--- config.mk ---
export PLATFORM = sky130hd
export DESIGN_NAME = divider_seq
export DESIGN_NICKNAME = d
export VERILOG_FILES = /design/src/rtl/divider_seq.sv
export SDC_FILE = /design/constraint.sdc
export NUM_CORES = 1
export LEC_CHECK = 0
export ABC_AREA = 1
export CORE_MARGIN = 2
export CORE_UTILIZATION = 40
export DETAILED_ROUTE_END_ITERATION = 10
export GPL_TIMING_DRIVEN = 0
export MAX_ROUTING_LAYER = met4
export PLACE_DENSITY_LB_ADDON = 0.12
export SYNTH_ARGS = -nofsm -noshare
export SYNTH_HDL_FRONTEND = slang
export SYNTH_SLANG_ARGS = --single-unit
export TNS_END_PERCENT = 10
--- constraint.sdc ---
create_clock -name clk -period 1.7 [get_ports clk]
set_input_delay 0.51 -clock clk [delete_from_list [all_inputs] [get_ports clk]]
set_output_delay 0.51 -clock clk [all_outputs]
set_load 0.005 [all_outputs]
--- src/rtl/divider_seq.sv ---
// Sequential unsigned restoring divider: one quotient bit per enabled cycle,
// sharing the start/ready/en handshake used by the multiplier blocks.
module divider_seq #(
  parameter int WIDTH       = 8,
  parameter int CHECK_PARAM = 1
) (
  input  logic             clk,
  input  logic             rst,
  input  logic             en,
  input  logic             start,
  input  logic [WIDTH-1:0] dividend,
  input  logic [WIDTH-1:0] divisor,
  output logic             ready,
  output logic [WIDTH-1:0] quotient,
  output logic [WIDTH-1:0] remainder,
  output logic             div_by_zero
);

  localparam int CW = $clog2(WIDTH + 1);

  generate
    if (CHECK_PARAM == 1 && WIDTH < 2) begin : g_width_check
      $error("divider_seq: WIDTH must be at least 2");
    end
  endgenerate

  typedef enum logic {IDLE, BUSY} state_t;

  state_t           state_q, state_d;
  logic [WIDTH-1:0] q_q, q_d;
  logic [WIDTH-1:0] d_q, d_d;
  logic [WIDTH-1:0] r_q, r_d;
  logic [CW-1:0]    cnt_q, cnt_d;
  logic             zero_q, zero_d;
  logic [WIDTH-1:0] quo_q, quo_d;
  logic [WIDTH-1:0] rem_q, rem_d;
  logic             dbz_q, dbz_d;
  logic [WIDTH:0]   r_shift;
  logic [WIDTH:0]   trial;

  // A restored remainder is always below the divisor, so it fits in WIDTH
  // bits between iterations; only the shifted value needs the extra bit.
  always_comb begin
    r_shift = {r_q, q_q[WIDTH-1]};
    trial   = r_shift - {1'b0, d_q};

    state_d = state_q;
    q_d     = q_q;
    d_d     = d_q;
    r_d     = r_q;
    cnt_d   = cnt_q;
    zero_d  = zero_q;
    quo_d   = quo_q;
    rem_d   = rem_q;
    dbz_d   = dbz_q;

    if (en) begin
      case (state_q)
        IDLE: begin
          if (start) begin
            q_d     = dividend;
            d_d     = divisor;
            r_d     = '0;
            cnt_d   = CW'(WIDTH);
            zero_d  = (divisor == '0);
            state_d = BUSY;
          end
        end
        BUSY: begin
          q_d   = {q_q[WIDTH-2:0], ~trial[WIDTH]};
          r_d   = trial[WIDTH] ? r_shift[WIDTH-1:0] : trial[WIDTH-1:0];
          cnt_d = cnt_q - CW'(1);
          if (cnt_q == CW'(1)) begin
            quo_d   = q_d;
            rem_d   = r_d;
            dbz_d   = zero_q;
            state_d = IDLE;
          end
        end
        default: state_d = IDLE;
      endcase
    end
  end

  always_ff @(posedge clk or posedge rst) begin
    if (rst) begin
      state_q <= IDLE;
      q_q     <= '0;
      d_q     <= '0;
      r_q     <= '0;
      cnt_q   <= '0;
      zero_q  <= 1'b0;
      quo_q   <= '0;
      rem_q   <= '0;
      dbz_q   <= 1'b0;
    end else begin
      state_q <= state_d;
      q_q     <= q_d;
      d_q     <= d_d;
      r_q     <= r_d;
      cnt_q   <= cnt_d;
      zero_q  <= zero_d;
      quo_q   <= quo_d;
      rem_q   <= rem_d;
      dbz_q   <= dbz_d;
    end
  end

  assign ready       = (state_q == IDLE);
  assign quotient    = quo_q;
  assign remainder   = rem_q;
  assign div_by_zero = dbz_q;

endmodule

==> summary.md, run 1 <==
| Metric | Value |
|---|---|
| Synth top cells by count | `nand2_1 (103), dfrtp_1 (47), inv_1 (39)` |
| Initial antenna violation count | `0` |
| Reg-to-reg slack, setup | `-150 ps` |
| GRT Total Usage | `0.187` |
| Core Footprint | `between 0.005 and 0.006 sq mm` |
| RSZ-0062 raised after global routing | `yes` |
| Post-Synth Adder-Cell Area | `0.0579` |
| Average cell area after synthesis | `8.25 sq um` |
| Static Leakage | `1.84 nW` |
| Cts hold-fix bufs | `0` |
| Post-Route WL | `around 5800 microns` |
| Status | `complete, but fails checks` |
| Clock power frac | `0.160` |
| Synth top area cells | `dfrtp_1 (47%), nand2_1 (15%), inv_1 (5.8%)` |
| Mux cell area share after synthesis | `0` |
| DP HPWL | `4140 microns` |
| Clock Pin Slew Worst Setup and Hold Paths | `100 ps` |
| Req. time, crit path | `1940 ps` |
| CP Max Fanout | `6` |
| Fin util | `0.563` |
| Unique masters post-synth | `37` |
| Max-Cap Viols | `0` |
| Worst hold-check path type | `in2async` |
| Net switching power figure | `2.67 mW` |
| Share of cells above drive strength 1 | `0.174` |
| Num rows | `28` |
| CP Capture Type | `flip-flop` |
| Tcrit/Tclk final | `1.09` |
| Worst flop-to-flop path startpoint | `r_q[6]` |
| DR iter-0 viols | `129` |
| Final slew viol count | `0` |
| WP data arrival | `2100 ps` |
| H-tree level count | `2` |
| Register area share after synthesis | `0.469` |
| Number of buffers added on ports | `37` |
| Fmax | `0.539 GHz` |
| CTS tree | `done` |
| Drt first pass iters | `4` |
| CP Launch Type | `flip-flop` |
| Clock buffer depth | `2` |
| EDFF count, synth | `0` |
| Die width | `a little over 80 microns` |
| Main combinational cell family by area after synthesis | `simple AND/OR/NAND/NOR gates` |
| Synth top area share | `0.469` |
| Power Density | `1880 mW/mm^2` |
| Grt total ovfl | `0` |
| Initial core utilization | `0.419` |
| Post-synthesis xor/xnor area fraction | `0.0105` |
| Hold_ws | `476 ps` |
| Number of diodes | `0` |
| Largest net degree at the start of global routing | `33` |
| Number of global-route vias before repair | `about 2.1k` |
| Area Overhead vs Synth | `34.5%` |
| Setup tns final | `-1880 ps` |
| Combinational Power Share | `0.550` |
| Syn nets | `between 300 and 400` |
| Failing checks | `negative setup slack` |
| Sink Count | `47` |
| Vias | `2138` |
| Final #Nets | `392` |
| Fraction of registers with async set/reset | `1.00` |
| Final non-filler cell total | `437` |
| Count leader, synth | `nand2_1` |
| Crit path kind | `reg2reg` |
| Sw frac | `0.420` |
| Gpl congestion | `about 0.84` |
| DR vias/cell | `4.89` |
| First-pass GRT wire length | `10100 microns` |
| Die Height | `83.2 microns` |
| Worst-Margin Slew | `365 ps` |
| Min Tclk post-route | `1850 ps` |
| IO Pins | `38` |
| R2R depth | `8` |
| DP Cell Count | `417` |
| DRC Markers | `0` |
| PnR worst setup slack | `-155 ps` |
| Mapped Cells | `304` |
| Worst R2R End | `quotient[0]` |
| Num CTS Buffers | `5` |
| Root buffer cell | `clkbuf_8` |
| Fin area | `between 0.003 and 0.004 sq mm` |
| Routed length per instance | `13.3 microns` |
| Die ar. | `between 0.006 and 0.007 sq mm` |
| Clock Latency Late Sink | `310 ps` |
| Seq cells post-synth | `47` |
| Placed inst area | `around 0.003 sq mm` |
| Worst VDD drop | `890 uV` |
| Final hold violations | `0` |
| DP Worst Slack | `-371 ps` |
| Int Pwr | `roughly 3.7 mW` |
| Sequential share of power | `0.290` |
| Yosys synthesis warning count | `0` |
| # setup viols final | `18` |
| Routed Antenna Nets | `0` |
| Top_reg_cell synth | `dfrtp_1` |
| Worst Clk Skew | `13.4 ps` |
| Yosys top cell by area | `dfrtp_1` |
| Slew HR | `0.756` |
| Compound-Gate Fraction of Synth Area | `0.0873` |
| Post-synthesis simple-gate area fraction | `0.287` |
| Post-synthesis cell area | `0.00251 sq mm` |
| Tot Pwr | `6.35 mW` |
-- layout make-up --
class                           count  area, sq um
Buffer                              8         65.1
Clock buffer                        5         68.8
Inverter                           43          166
Clock inverter                      3         71.3
Tap cell                           75         93.8
Multi-Input combinational cell    207         1230
Sequential cell                    47         1180
Fill cell                         586         2620
Timing Repair Buffer               49          495
-- worst max path at each step --
stage / startpoint / to / slack (ps) / depth (start not counted)
2_1_floorplan: q_q[7] / r_q[7] / -70 / 14
3_3_place_gp: rst / cnt_q[2] / -950 / 2
3_5_place_dp: en / remainder[0] / -370 / 7
4_1_cts: d_q[0] / remainder[2] / -100 / 11
5_1_grt: q_q[7] / r_q[1] / -240 / 12
6_report: r_q[6] / quotient[0] / -150 / 8
-- worst max-delay path: stages, from the launching register on --
cell and delay, ps:
dfrtp_1 440, ha_1 330, nand2_1 130, inv_1 80
a21oi_4 200, nand3_4 160, buf_4 170, buf_4 120
a31oi_1 150
-- sequential cells by signal, summed over array words and instances, names as in the netlist --
name and flops:
quotient 8, zero_q 1, d_q 8, cnt_q 4, remainder 8, r_q 8, q_q 8, state_q 1
div_by_zero 1
-- per-layer routing --
layer	wire, microns	vias to the layer above	track usage
met5	0	-	-
met4	72	0	0.0551
met3	191	9	0.0358
met2	2840	38	0.298
met1	2710	1013	0.242
li1	-	1078	-
-- power by group through the flow --
stage                     Combinational (mW)  Sequential, mW  Clock [mW]
final                                   3.49            1.84        1.01
after global routing                    3.97            1.90        1.08
after CTS                               3.41            1.85        1.03
after detailed placement                3.04            1.87           0
after global placement                  3.00            1.86           0
after floorplan                         2.22            1.82           0
-- cells in the final DEF, fill, tap and decap left out, types with 6 or more instances in the layout --
| cell type | n |
|---|---|
| clkdlybuf4s50_1 | 19 |
| dfrtp_1 | 47 |
| dlygate4sd2_1 | 7 |
| nand2_1 | 99 |
| clkbuf_8 | 7 |
| ha_1 | 6 |
| inv_2 | 6 |
| buf_4 | 10 |
| dlymetal6s2s_1 | 11 |
| nand2_2 | 10 |
| o21ai_0 | 20 |
| inv_1 | 36 |
| nand3_1 | 17 |
-- kinds of logic after synthesis --
family | count (synthesis)
xor gates and xnor gates | 3
DFF | 47
and+or+nand+nor | 154
AOI/OAI and AO/OA | 38
adders and majority gates | 11
buffers and inverters | 51
-- timing repair --
action,4_1_cts,5_1_grt
pin swaps,13,1
endpoints found under the setup margin,35,41
setup buffers,8,3
gates resized for setup,23,22
cloned,1,0
hold endpoints to repair,0,0
No activity file was read; power rests on OpenSTA's default activity.
==> inputs of run 2 (changes only) <==
--- a/config.mk
+++ b/config.mk
@@ -12,6 +12,7 @@
 export GPL_TIMING_DRIVEN = 0
 export MAX_ROUTING_LAYER = met4
 export PLACE_DENSITY_LB_ADDON = 0.12
+export SETUP_SLACK_MARGIN = 0.5
 export SYNTH_ARGS = -nofsm -noshare
 export SYNTH_HDL_FRONTEND = slang
 export SYNTH_SLANG_ARGS = --single-unit
==> run 2 against run 1 <==
Effect of this change:
- cell area fell by 2.8%
- combinational power is 2% lower
- hold slack improved by 3.1 ps
- via count decreased by 1.5%
- flip-flop and latch count stayed put
- largest cell class unchanged
- critical path depth up 6
- power decreased by 3.3%
- the flow still finishes with violations (negative setup slack)
==> summary.md, run 2 (synthesized netlist as in run 1, its figures left out) <==
| Metric | Value |
|---|---|
| Status | `complete, but fails checks` |
| Failing checks | `negative setup slack` |
| Final slew viol count | `0 (unchanged)` |
| Clock power frac | `0.138 (-0.022)` |
| Crit path kind | `reg2reg` |
| Sequential share of power | `0.307 (+0.017)` |
| Number of buffers added on ports | `37 (unchanged)` |
| CP Max Fanout | `9 (+3)` |
| CTS tree | `done` |
| Drt first pass iters | `4 (unchanged)` |
| Share of cells above drive strength 1 | `0.247 (+0.0732)` |
| Routed Antenna Nets | `0 (unchanged)` |
| PnR worst setup slack | `-129 ps (+25.5 ps)` |
| Post-Route WL | `5810 microns (about the same)` |
| Die width | `83.2 microns (unchanged)` |
| Worst-Margin Slew | `343 ps (-22.4 ps)` |
| Core Footprint | `0.00599 sq mm (unchanged)` |
| Int Pwr | `3.44 mW (-6.7%)` |
| R2R depth | `14 (+6)` |
| Die Height | `83.2 microns (unchanged)` |
| Final hold violations | `0 (unchanged)` |
| Tcrit/Tclk final | `1.08 (-0.0150)` |
| Cts hold-fix bufs | `0 (unchanged)` |
| Largest net degree at the start of global routing | `35 (+6.1%)` |
| DR iter-0 viols | `59 (-54%)` |
| Worst hold-check path type | `in2async` |
| Net switching power figure | `2.70 mW (+1.3%)` |
| IO Pins | `38 (unchanged)` |
| Reg-to-reg slack, setup | `-130 ps (+30 ps)` |
| # setup viols final | `18 (unchanged)` |
| Fin area | `0.00328 sq mm (-2.8%)` |
| Most used cell along the critical path | `nand2_2` |
| Initial antenna violation count | `0 (unchanged)` |
| Critical-path cell list | `inv_2 > ha_4 > inv_2 > fa_2 > nand2_2 > nand2_4 > nand3_4 > nand2_4 > nand2_8 > nand2_8 > nand2_2 > nand2_2 > nand2_1 > nand2_1` |
| Delay-heaviest family, CP | `simple AND/OR/NAND/NOR gates` |
| Worst flop-to-flop path startpoint | `q_q[7]` |
| Max-Cap Viols | `0 (unchanged)` |
| Number of diodes | `0 (unchanged)` |
| Worst R2R End | `remainder[7]` |
| Worst VDD drop | `952 uV (+7.0%)` |
| WP data arrival | `2030 ps (-70 ps)` |
| Setup tns final | `-1790 ps (+89.7 ps)` |
| DRC Markers | `0 (unchanged)` |
| Placed inst area | `0.00301 sq mm (unchanged)` |
| Power Density | `1870 mW/mm^2 (-0.54%)` |
| Routed length per instance | `13.5 microns (+1.4%)` |
| DP Cell Count | `417 (unchanged)` |
| Slew HR | `0.771 (+0.0150)` |
| Fmax | `0.547 GHz (+1.4%)` |
| Num rows | `28 (unchanged)` |
| Gpl congestion | `0.863 (+2.6%)` |
| Clock Pin Slew Worst Setup and Hold Paths | `90 ps (about the same)` |
| Clock buffer depth | `2 (unchanged)` |
| Most common cell after layout, fill and taps aside | `nand2_1` |
| Min Tclk post-route | `1830 ps (-25.5 ps)` |
| Slowest stage delay, CP | `380 ps (-60 ps)` |
| Final #Nets | `386 (-1.5%)` |
| Fin util | `0.547 (-0.0159)` |
| CP Launch Type | `flip-flop` |
| Req. time, crit path | `1900 ps (-40 ps)` |
| Area Overhead vs Synth | `30.7%` |
| Num CTS Buffers | `5 (unchanged)` |
| Buffers and inverters on the worst path | `2 (-1)` |
| GRT Total Usage | `0.184 (-0.00239)` |
| Die ar. | `0.00692 sq mm (unchanged)` |
| Number of global-route vias before repair | `2123 (+1.6%)` |
| Commonest cells after routing, fill and taps aside | `nand2_1 (97), dfrtp_1 (46), inv_1 (34)` |
| CP Capture Type | `flip-flop` |
| Hold_ws | `479 ps (+3.14 ps)` |
| # fillers | `595 (+1.5%)` |
| RSZ-0062 raised after global routing | `yes` |
| Clock Latency Late Sink | `300 ps (about the same)` |
| Initial core utilization | `0.419 (unchanged)` |
| First-pass GRT wire length | `10000 microns (-0.81%)` |
| Root buffer cell | `clkbuf_8` |
| Sw frac | `0.440 (+0.0200)` |
| Worst Clk Skew | `4.60 ps (-8.85 ps)` |
| Vias | `2105 (-1.5%)` |
| DP Worst Slack | `-395 ps (-24.7 ps)` |
| Static Leakage | `1.66 nW (-9.8%)` |
| Final non-filler cell total | `431 (-1.4%)` |
| Grt total ovfl | `0 (unchanged)` |
| Tot Pwr | `6.14 mW (-3.3%)` |
| H-tree level count | `2 (unchanged)` |
| DR vias/cell | `4.88 (-0.17%)` |
| Combinational Power Share | `0.555 (+0.005)` |
| Slowest stage cell, crit path | `dfrtp_1` |
| Sink Count | `47 (unchanged)` |
| DP HPWL | `4120 microns (-0.49%)` |
==> run 2: how the worst max path moves through the flow <==
| stage | from | slack [ps] | to | cells past startpoint |
|---|---|---|---|---|
| after global routing | q_q[7] | -250 | remainder[7] | 14 |
| after detailed placement | en | -400 | q_q[0] | 6 |
| after global placement | rst | -940 | cnt_q[2] | 2 |
| after floorplan | q_q[7] | -70 | r_q[7] | 14 |
| after CTS | q_q[7] | -120 | remainder[7] | 14 |
| final | q_q[7] | -130 | remainder[7] | 14 |
==> run 2: worst register-to-register path: stages, from the launching register on <==
cell and delay, ps:
dfrtp_1 380, inv_2 70, ha_4 120, inv_2 40, fa_2 350, nand2_2 90, nand2_4 70, nand3_4 100
nand2_4 90, nand2_8 110, nand2_8 80, nand2_2 70, nand2_2 50, nand2_1 70, nand2_1 50
==> run 2: routing by layer <==
metal / vias up / GRT usage / wire, microns
met3: 7 / 0.0298 / 179
met5: - / - / 0
li1: 1077 / - / -
met4: 0 / 0.0566 / 68
met1: 984 / 0.240 / 2700
met2: 37 / 0.296 / 2860
==> run 2: final cells by class <==
cell class / instances / area (sq um) / area share
sequential: 47 / 1180 / 0.359
multi-input combinational: 208 / 1290 / 0.394
inverter: 43 / 171 / 0.0523
clock buffer: 5 / 68.8 / 0.0210
buffer: 8 / 87.6 / 0.0267
clock inverter: 3 / 43.8 / 0.0134
tap: 75 / 93.8 / 0.0286
timing repair buffer: 42 / 342 / 0.104
==> run 2: what timing repair did <==
| item | 4_1_cts | 5_1_grt |
|---|---|---|
| gates cloned | 2 | 0 |
| pin swaps | 5 | 10 |
| setup endpoints to repair | 65 | 65 |
| gates resized for setup | 90 | 45 |
| setup buffers | 3 | 1 |
==> run 2: power groups by stage <==
stage	combinational, mW	sequential (mW)	clock, mW
floorplan	2.22	1.82	0
global route	3.88	1.95	0.907
global placement	3.00	1.86	0
finish	3.41	1.88	0.846
CTS	3.24	1.87	0.857
detailed placement	3.05	1.87	0
==> inputs of run 3 (changes only) <==
--- a/config.mk
+++ b/config.mk
@@ -8,6 +8,7 @@
 export ABC_AREA = 1
 export CORE_MARGIN = 2
 export CORE_UTILIZATION = 40
+export CTS_CLUSTER_SIZE = 28
 export DETAILED_ROUTE_END_ITERATION = 10
 export GPL_TIMING_DRIVEN = 0
 export MAX_ROUTING_LAYER = met4
==> results of run 3 <==
The final DEF is identical to that of run 2; final timing and power are the same.
